## config.mk

```make
export PLATFORM = sky130hd
export DESIGN_NAME = axis_pe_acc_flat
export DESIGN_NICKNAME = d
export VERILOG_FILES = /design/src/rtl/axis_pe_pkg.sv /design/src/rtl/axis_pe_acc_if.sv /design/src/rtl/axis_pe_acc_sat_add.sv /design/src/rtl/axis_pe_acc.sv /design/src/flat_wrapper.sv
export SDC_FILE = /design/constraint.sdc
export NUM_CORES = 1
export LEC_CHECK = 0
export BUFFER_PORTS_ARGS = -buffer_cell sky130_fd_sc_hd__buf_2
export CORE_MARGIN = 5
export CORE_UTILIZATION = 30
export DETAILED_ROUTE_END_ITERATION = 12
export GPL_TIMING_DRIVEN = 1
export SKIP_CTS_REPAIR_TIMING = 1
export SLEW_MARGIN = 10
export SYNTH_ARGS = -nofsm -noshare
export SYNTH_HDL_FRONTEND = slang
export SYNTH_SLANG_ARGS = --single-unit
```

## constraint.sdc

```tcl
create_clock -name aclk -period 3.1 [get_ports aclk]
set_input_delay 0 -clock aclk [delete_from_list [all_inputs] [get_ports aclk]]
set_output_delay 0 -clock aclk [all_outputs]
set_load 0.01 [all_outputs]
```

## src/rtl/axis_pe_pkg.sv

```systemverilog
// axis_pe_pkg: shared FSM state type and summary-word field layout for axis_pe_acc
package axis_pe_pkg;
  typedef enum logic [1:0] {IDLE, ACC, DROP, OUT} state_t;
  localparam int Y_LSB = 0;
  localparam int Y_W = 8;
  localparam int CNT_LSB = 24;
  localparam int CNT_W = 8;
  localparam int SUM_W = 24;
endpackage

```

## src/rtl/axis_pe_acc_if.sv

```systemverilog
// axis_pe_acc_if: AXI-Stream channel bundle with master/slave views
interface axis_pe_acc_if;
  logic [31:0] tdata;
  logic tvalid;
  logic tready;
  logic tlast;
  modport master(output tdata, output tvalid, output tlast, input tready);
  modport slave(input tdata, input tvalid, input tlast, output tready);
endinterface

```

## src/rtl/axis_pe_acc_sat_add.sv

```systemverilog
// sat_add: unsigned W-bit plus 8-bit adder, saturating at all-ones when SAT else wrapping
module sat_add #(
  parameter int W = 24,
  parameter bit SAT = 1'b0
) (
  input  logic [W-1:0] a,
  input  logic [7:0]   b,
  output logic [W-1:0] y
);
  logic [W:0] s;
  assign s = {1'b0, a} + (W+1)'(b);
  assign y = (SAT && s[W]) ? '1 : s[W-1:0];
endmodule

```

## src/rtl/axis_pe_acc.sv

```systemverilog
// axis_pe_acc: per-packet byte accumulator emitting {count, sum}; AXIS_PE_ACC_SAT_EN makes the sum saturate instead of wrap
module axis_pe_acc
  import axis_pe_pkg::*;
#(
  parameter int ACC_W = 24
) (
  input logic aclk,
  input logic areset,
  input logic en,
  axis_pe_acc_if.slave s_axis,
  axis_pe_acc_if.master m_axis
);
`ifdef AXIS_PE_ACC_SAT_EN
  localparam bit SAT = 1'b1;
`else
  localparam bit SAT = 1'b0;
`endif
  state_t st, st_n;
  logic [ACC_W-1:0] sum, sum_n, add;
  logic [CNT_W-1:0] cnt, cnt_n;
  logic [31:0] dout;
  logic vld;
  logic acc;
  logic [Y_W-1:0] y;
  logic unused_hi;
  assign y = s_axis.tdata[Y_LSB +: Y_W];
  assign unused_hi = ^s_axis.tdata[31:Y_W];
  assign s_axis.tready = !areset && (st != OUT || m_axis.tready);
  assign acc = s_axis.tvalid && s_axis.tready;
  assign m_axis.tvalid = vld;
  assign m_axis.tlast = vld;
  assign m_axis.tdata = dout;
  sat_add #(.W(ACC_W), .SAT(SAT)) u_add (.a(sum), .b(y), .y(add));
  // next state and next accumulator/count for the accepted beat, if any
  always_comb begin
    st_n = st;
    sum_n = sum;
    cnt_n = cnt;
    case (st)
      IDLE, OUT: begin
        if (st == OUT && m_axis.tready) st_n = IDLE;
        if (acc) begin
          st_n = en ? (s_axis.tlast ? OUT : ACC) : (s_axis.tlast ? IDLE : DROP);
          sum_n = en ? ACC_W'(y) : sum;
          cnt_n = en ? CNT_W'(1) : cnt;
        end
      end
      ACC: if (acc) begin
        sum_n = add;
        cnt_n = cnt + CNT_W'(cnt != '1);
        st_n = s_axis.tlast ? OUT : ACC;
      end
      DROP: if (acc && s_axis.tlast) st_n = IDLE;
      default: st_n = IDLE;
    endcase
  end
  // state, accumulators and the summary word, captured as the closing beat is accepted
  always_ff @(posedge aclk) begin
    if (areset) begin
      st <= IDLE;
      sum <= '0;
      cnt <= '0;
      dout <= '0;
      vld <= 1'b0;
    end else begin
      st <= st_n;
      sum <= sum_n;
      cnt <= cnt_n;
      vld <= st_n == OUT;
      if (acc && st_n == OUT) begin
        dout[CNT_LSB +: CNT_W] <= cnt_n;
        dout[0 +: SUM_W] <= SUM_W'(sum_n);
      end
    end
  end
endmodule

```

## src/flat_wrapper.sv

```systemverilog
// flat-port wrapper written by rule: the top's interface ports become plain ports
module axis_pe_acc_flat import axis_pe_pkg::*;
#(
  parameter int ACC_W = 24
)
  (aclk, areset, en, s_axis_tdata, s_axis_tvalid, s_axis_tlast, s_axis_tready, m_axis_tdata, m_axis_tvalid, m_axis_tlast, m_axis_tready);
  axis_pe_acc_if s_axis_i ();
  axis_pe_acc_if m_axis_i ();
  input logic aclk;
  input logic areset;
  input logic en;
  input wire logic [$bits(s_axis_i.tdata)-1:0] s_axis_tdata;
  input wire logic [$bits(s_axis_i.tvalid)-1:0] s_axis_tvalid;
  input wire logic [$bits(s_axis_i.tlast)-1:0] s_axis_tlast;
  output wire logic [$bits(s_axis_i.tready)-1:0] s_axis_tready;
  output wire logic [$bits(m_axis_i.tdata)-1:0] m_axis_tdata;
  output wire logic [$bits(m_axis_i.tvalid)-1:0] m_axis_tvalid;
  output wire logic [$bits(m_axis_i.tlast)-1:0] m_axis_tlast;
  input wire logic [$bits(m_axis_i.tready)-1:0] m_axis_tready;
  assign s_axis_i.tdata = s_axis_tdata;
  assign s_axis_i.tvalid = s_axis_tvalid;
  assign s_axis_i.tlast = s_axis_tlast;
  assign s_axis_tready = s_axis_i.tready;
  assign m_axis_tdata = m_axis_i.tdata;
  assign m_axis_tvalid = m_axis_i.tvalid;
  assign m_axis_tlast = m_axis_i.tlast;
  assign m_axis_i.tready = m_axis_tready;
  axis_pe_acc #(.ACC_W(ACC_W)) u_core (.aclk(aclk), .areset(areset), .en(en), .s_axis(s_axis_i), .m_axis(m_axis_i));
endmodule
```

Yosys cells after proc, flatten, opt, wreduce, memory -nomap -nowiden
Index checks and enable logic that the tools add are counted.

cells by class
  add/sub/neg operators = 2
  equality and inequality tests = 6
  multiplexer cells = 16
  reduce and logical (&&, ||, !) cells = 9

operators by type and width
  cell                count
  $mux 24             3
  $pmux 24 s2         1
  $add 24x8->24       1
  $mux 8              3
  $pmux 8 s2          1
  $mux 2              7
  $add 8x1->8         1
  $ne 8x8->1 const B  1
  $eq 2x2->1 const B  3
  $pmux 2 s3          1
  $logic_and 1x1->1   5
  $eq 2x1->1 const B  1
  $logic_not 2->1     1
  $ne 2x2->1 const B  1
  $reduce_or 2->1     1
  $logic_not 1->1     1
  $logic_or 1x1->1    1

word-level totals
  register bits = 67
  input bits = 38
  logic and storage cells = 38

Longest topological paths before layout
  word-level depth = 9
  depth in mapped cells = 10
  depth with buffers taken out = 10

By module
A second synthesis with hierarchy kept.

unflattened totals
  cells, all modules = 371
  area total of the unflattened synthesis = 3,698.5 um^2

by module, submodules not included
  module       times used  cells an instance  area each (um^2)
  axis_pe_acc  1           267                2,922.8
  sat_add      1           104                775.7

Worst setup path after synthesis
OpenSTA, ideal clock, no wires.

  kind = flip-flop to flip-flop
  from = register u_core.sum[0]
  to = register u_core.dout[20], in the netlist u_core.m_axis.tdata[20]
  arrival = 2,110 ps
  required time = 3,008 ps
  slack = 898 ps
  cell stages (with the launch flop) = 10
  path buffers = 0
  cell sequence = dfxtp_1 -> ha_1 -> inv_1 -> fa_1 -> nor2b_1 -> o31a_2 -> o21ai_2 -> or4_1 -> o21a_1 -> o32ai_1

between the ends
  word-level cells in the longest chain between the ends = 3

RTL lines
  what                           RTL line                   source
  start, declared                axis_pe_acc.sv:19          logic [ACC_W-1:0] sum, sum_n, add;
  start signal, assigned         axis_pe_acc.sv:67          sum <= sum_n;
  $add 24x8->24                  axis_pe_acc_sat_add.sv:11  assign s = {1'b0, a} + (W+1)'(b);
  $mux 24                        axis_pe_acc.sv:48          ACC: if (acc) begin
  $pmux 24 s2                    axis_pe_acc.sv:39          case (st)
  end signal, assigned by index  axis_pe_acc.sv:71          dout[CNT_LSB +: CNT_W] <= cnt_n;
  end signal, assigned by index  axis_pe_acc.sv:72          dout[0 +: SUM_W] <= SUM_W'(sum_n);
  end, declared                  axis_pe_acc.sv:21          logic [31:0] dout;

Every way passes these cells.
A chain may end at the register's enable or synchronous reset.

Final worst setup path
Same ends and word-level chain as after synthesis.

==> impl_metrics.tcl <==
set metrics [dict create \
    synth_seq_cells 67 \
    dr.pass1.iters 4 \
    fp.dieH_um 118 \
    final_layout_size_suffix_gt1_share_pct 19.0 \
    fin_crit_sh_pct 80.4 \
    routed_via_density 5.39 \
    grtUsageTotal_pct 13.6 \
    cp.buffers_inverters 1 \
    post-dp-hpwl_mm 6.72 \
    synth_edf_count 0 \
    wl_mm 9.42 \
    cp_num_cells 9 \
    wl_per_cell_um 15.3 \
    clockRootBuffer "clkbuf_16" \
    min_period_ns 2.49 \
    die_x_um 118 \
    ys_warn_count 0 \
    critPathRequiredTime_ns 3.34 \
    arrival_ns 2.73 \
    synth_nets 472 \
    leakage_nw 1.66 \
    tritoncts "built" \
    vdd_drop_max_uv 313 \
    area_delta_synth_final_pct 19.5 \
    synthCells 420 \
    grt_antenna_before_repair 0 \
    hold_depth 3 \
    grt_pass1_vias 3247 \
    synthDistinctLibCells 67 \
    antenna_left 0 \
    worst_pin_slew_ns 0.662 \
    critPathMaxFanout 10 \
    grt_max_degree 48 \
    reg2reg_depth 9 \
    grt_overflow 0 \
    crit_type "register to register" \
    clock_skew_ns 0.00585 \
    status "finished with violations" \
    avgSynthCellArea_um2 8.40 \
    diodes 0 \
    setup_viol_count_final 0 \
    io_buffers 48 \
    slowest_stage "or4_1" \
    grt_first_pass_wirelength_mm 15.9 \
    drc 0 \
    seq_area_frac_synth_pct 38.0 \
    die_area_mm2 0.0140 \
    clock-sinks 67 \
    fp-row-count 39 \
    gp_congestion 0.878 \
    async_flop_share_pct 0 \
    first_iter_violations 204 \
    htreeDepth 3 \
    cts_buffers 9 \
    slew_headroom_pct 55.5 \
    crit_chain "ha_1, inv_1, fa_1, nor2b_1, o31a_2, o21ai_2, or4_1, o21a_1, o32ai_1" \
    power.density_mw_per_mm2 713 \
    worstSetupStartpointType "register" \
    synth-main-ff-cell "dfxtp_1" \
    nNetsFinal 520 \
    cp-end-kind "register" \
    clkTransAtPathRegs_ns 0.05 \
    hold_path_class "input port to register" \
    critPathMaxStageDelay_ns 0.53 \
    rsz0062_at_grt "false" \
    synthesis.area_mm2 0.00353 \
    pin_count 73 \
    fin_tns_setup_ns 0 \
    violations "negative hold slack" \
    reg2reg_slack_ns 0.61 \
    slew_viol_final 0 \
    hold_viol 1 \
    clk_path_buf_depth 2 \
    setup_slack_ns 0.606 \
    initial_core_util_pct 30.8 \
    clk_latency_ns 0.33 \
    whs_ns -0.0223 \
    post-place-ws_ns 0.640 \
    fmax_mhz 401 \
    cap_violations 0 \
    core_mm2 0.0115 \
    cp_top_family "simple AND/OR/NAND/NOR gates" \
    num_vias 3318 \
]
==> cells in the mapped netlist (3+ instances only) <==
cell type / instances / area, µm²
dfxtp_1: 67 / 1340
nor2_1: 60 / 225
o21ai_0: 35 / 175
a21oi_1: 30 / 150
nand2_1: 27 / 101
nand3_1: 16 / 80.1
a211oi_1: 14 / 105
ha_1: 13 / 163
a22oi_1: 11 / 82.6
clkbuf_1: 11 / 41.3
a31oi_1: 10 / 62.6
inv_1: 10 / 37.5
buf_2: 5 / 25.0
mux2_2: 5 / 56.3
nand4_1: 5 / 31.3
nor3_1: 5 / 25.0
a221oi_1: 4 / 35.0
and2_1: 4 / 25.0
and3_1: 4 / 25.0
buf_6: 4 / 45.0
nor4_1: 4 / 25.0
o311a_1: 4 / 40.0
xor2_1: 4 / 35.0
a22o_1: 3 / 26.3
a41oi_1: 3 / 26.3
nor2b_1: 3 / 18.8
o21a_1: 3 / 22.5
o31a_1: 3 / 26.3
==> worst reg2reg max path: cells and delay by family, from the launching register on <==
| family | cells | cell delay, ns |
|---|---|---|
| compound gates | 4 | 0.68 |
| fa+ha+maj | 2 | 0.59 |
| flops | 1 | 0.34 |
| buf+inv | 1 | 0.06 |
| simple gates | 2 | 0.74 |
==> path summary, 6_finish.rpt <==
check	from	end
worst min-delay path	s_axis_tdata[5]	u_core.sum[5]
worst max-delay path	u_core.sum[0]	u_core.m_axis.tdata[20]
worst max register to register	u_core.sum[0]	u_core.m_axis.tdata[20]
worst min register to register	u_core.m_axis.tdata[20]	u_core.m_axis.tdata[20]
==> power by group <==
group	internal, mW	leakage (nW)	switching [mW]
sequential	0.935	0.542	0.0486
combinational	0.351	0.973	0.673
clock	0.644	0.141	0.355
total	1.93	1.66	1.08
==> placed cells by master (no fill, tap or decap), drive strengths merged, types with 7 or more instances in the layout <==
cell and n:
a31oi 10, inv 10, nor2 62, a211oi 15
buf 59, o21ai 36, nor3 7, dfxtp 67
a21oi 30, a22oi 11, nand3 17, clkbuf 14
nand2 27, ha 13
==> layer usage <==
layer	global-route usage (%)	vias up	routed length, µm	share of wire (%)
li1	-	1671	-	-
met1	18.4	1531	4630	49
met2	21.0	102	4160	44
met3	3.49	14	487	5.2
met4	4.82	0	154	1.6
met5	0	-	0	0
==> through the flow <==
step | area (µm²) | total power [mW] | hold slack (ns) | std cells | util [%]
floorplan | 3530 | 1.71 | 0.170 | 420 | -
CTS | 4200 | 3.04 | -0.0472 | 614 | 36.6
detailed placement | 3910 | 2.01 | 0.301 | 598 | 34.1
global route | 4220 | 3.20 | 0.0428 | 616 | 36.8
global placement | 3910 | 1.99 | 0.294 | 598 | 34.1
finish | 4220 | 3.01 | -0.0223 | 616 | 36.8
==> final cells by class <==
| type | instances | area, µm² |
|---|---|---|
| timing repair buffer | 61 | 355 |
| clock inverter | 2 | 35.0 |
| sequential | 67 | 1340 |
| fill | 1161 | 7250 |
| multi-input combinational | 319 | 2020 |
| inverter | 10 | 37.5 |
| tap | 143 | 179 |
| clock buffer | 14 | 254 |
==> logic make-up (layout without fill, tap and decap cells) <==
| kind of cell | Yosys count | after routing | share of synthesized area, % |
|---|---|---|---|
| compound gates | 144 | 144 | 27.5 |
| xor+xnor | 6 | 6 | 1.49 |
| fa+ha+maj | 14 | 14 | 5.18 |
| buf+inv | 34 | 87 | 5.03 |
| flops | 67 | 67 | 38.0 |
| mux | 7 | 7 | 2.16 |
| simple gates | 148 | 148 | 20.6 |
==> registers in the layout, summed over array words and instances, names as in the netlist <==
register and flops:
u_core.cnt 8, u_core.sum 24, u_core.m_axis.tlast 1, u_core.m_axis.tdata 32, u_core.st 2
No activity file was read; power rests on OpenSTA's default activity.
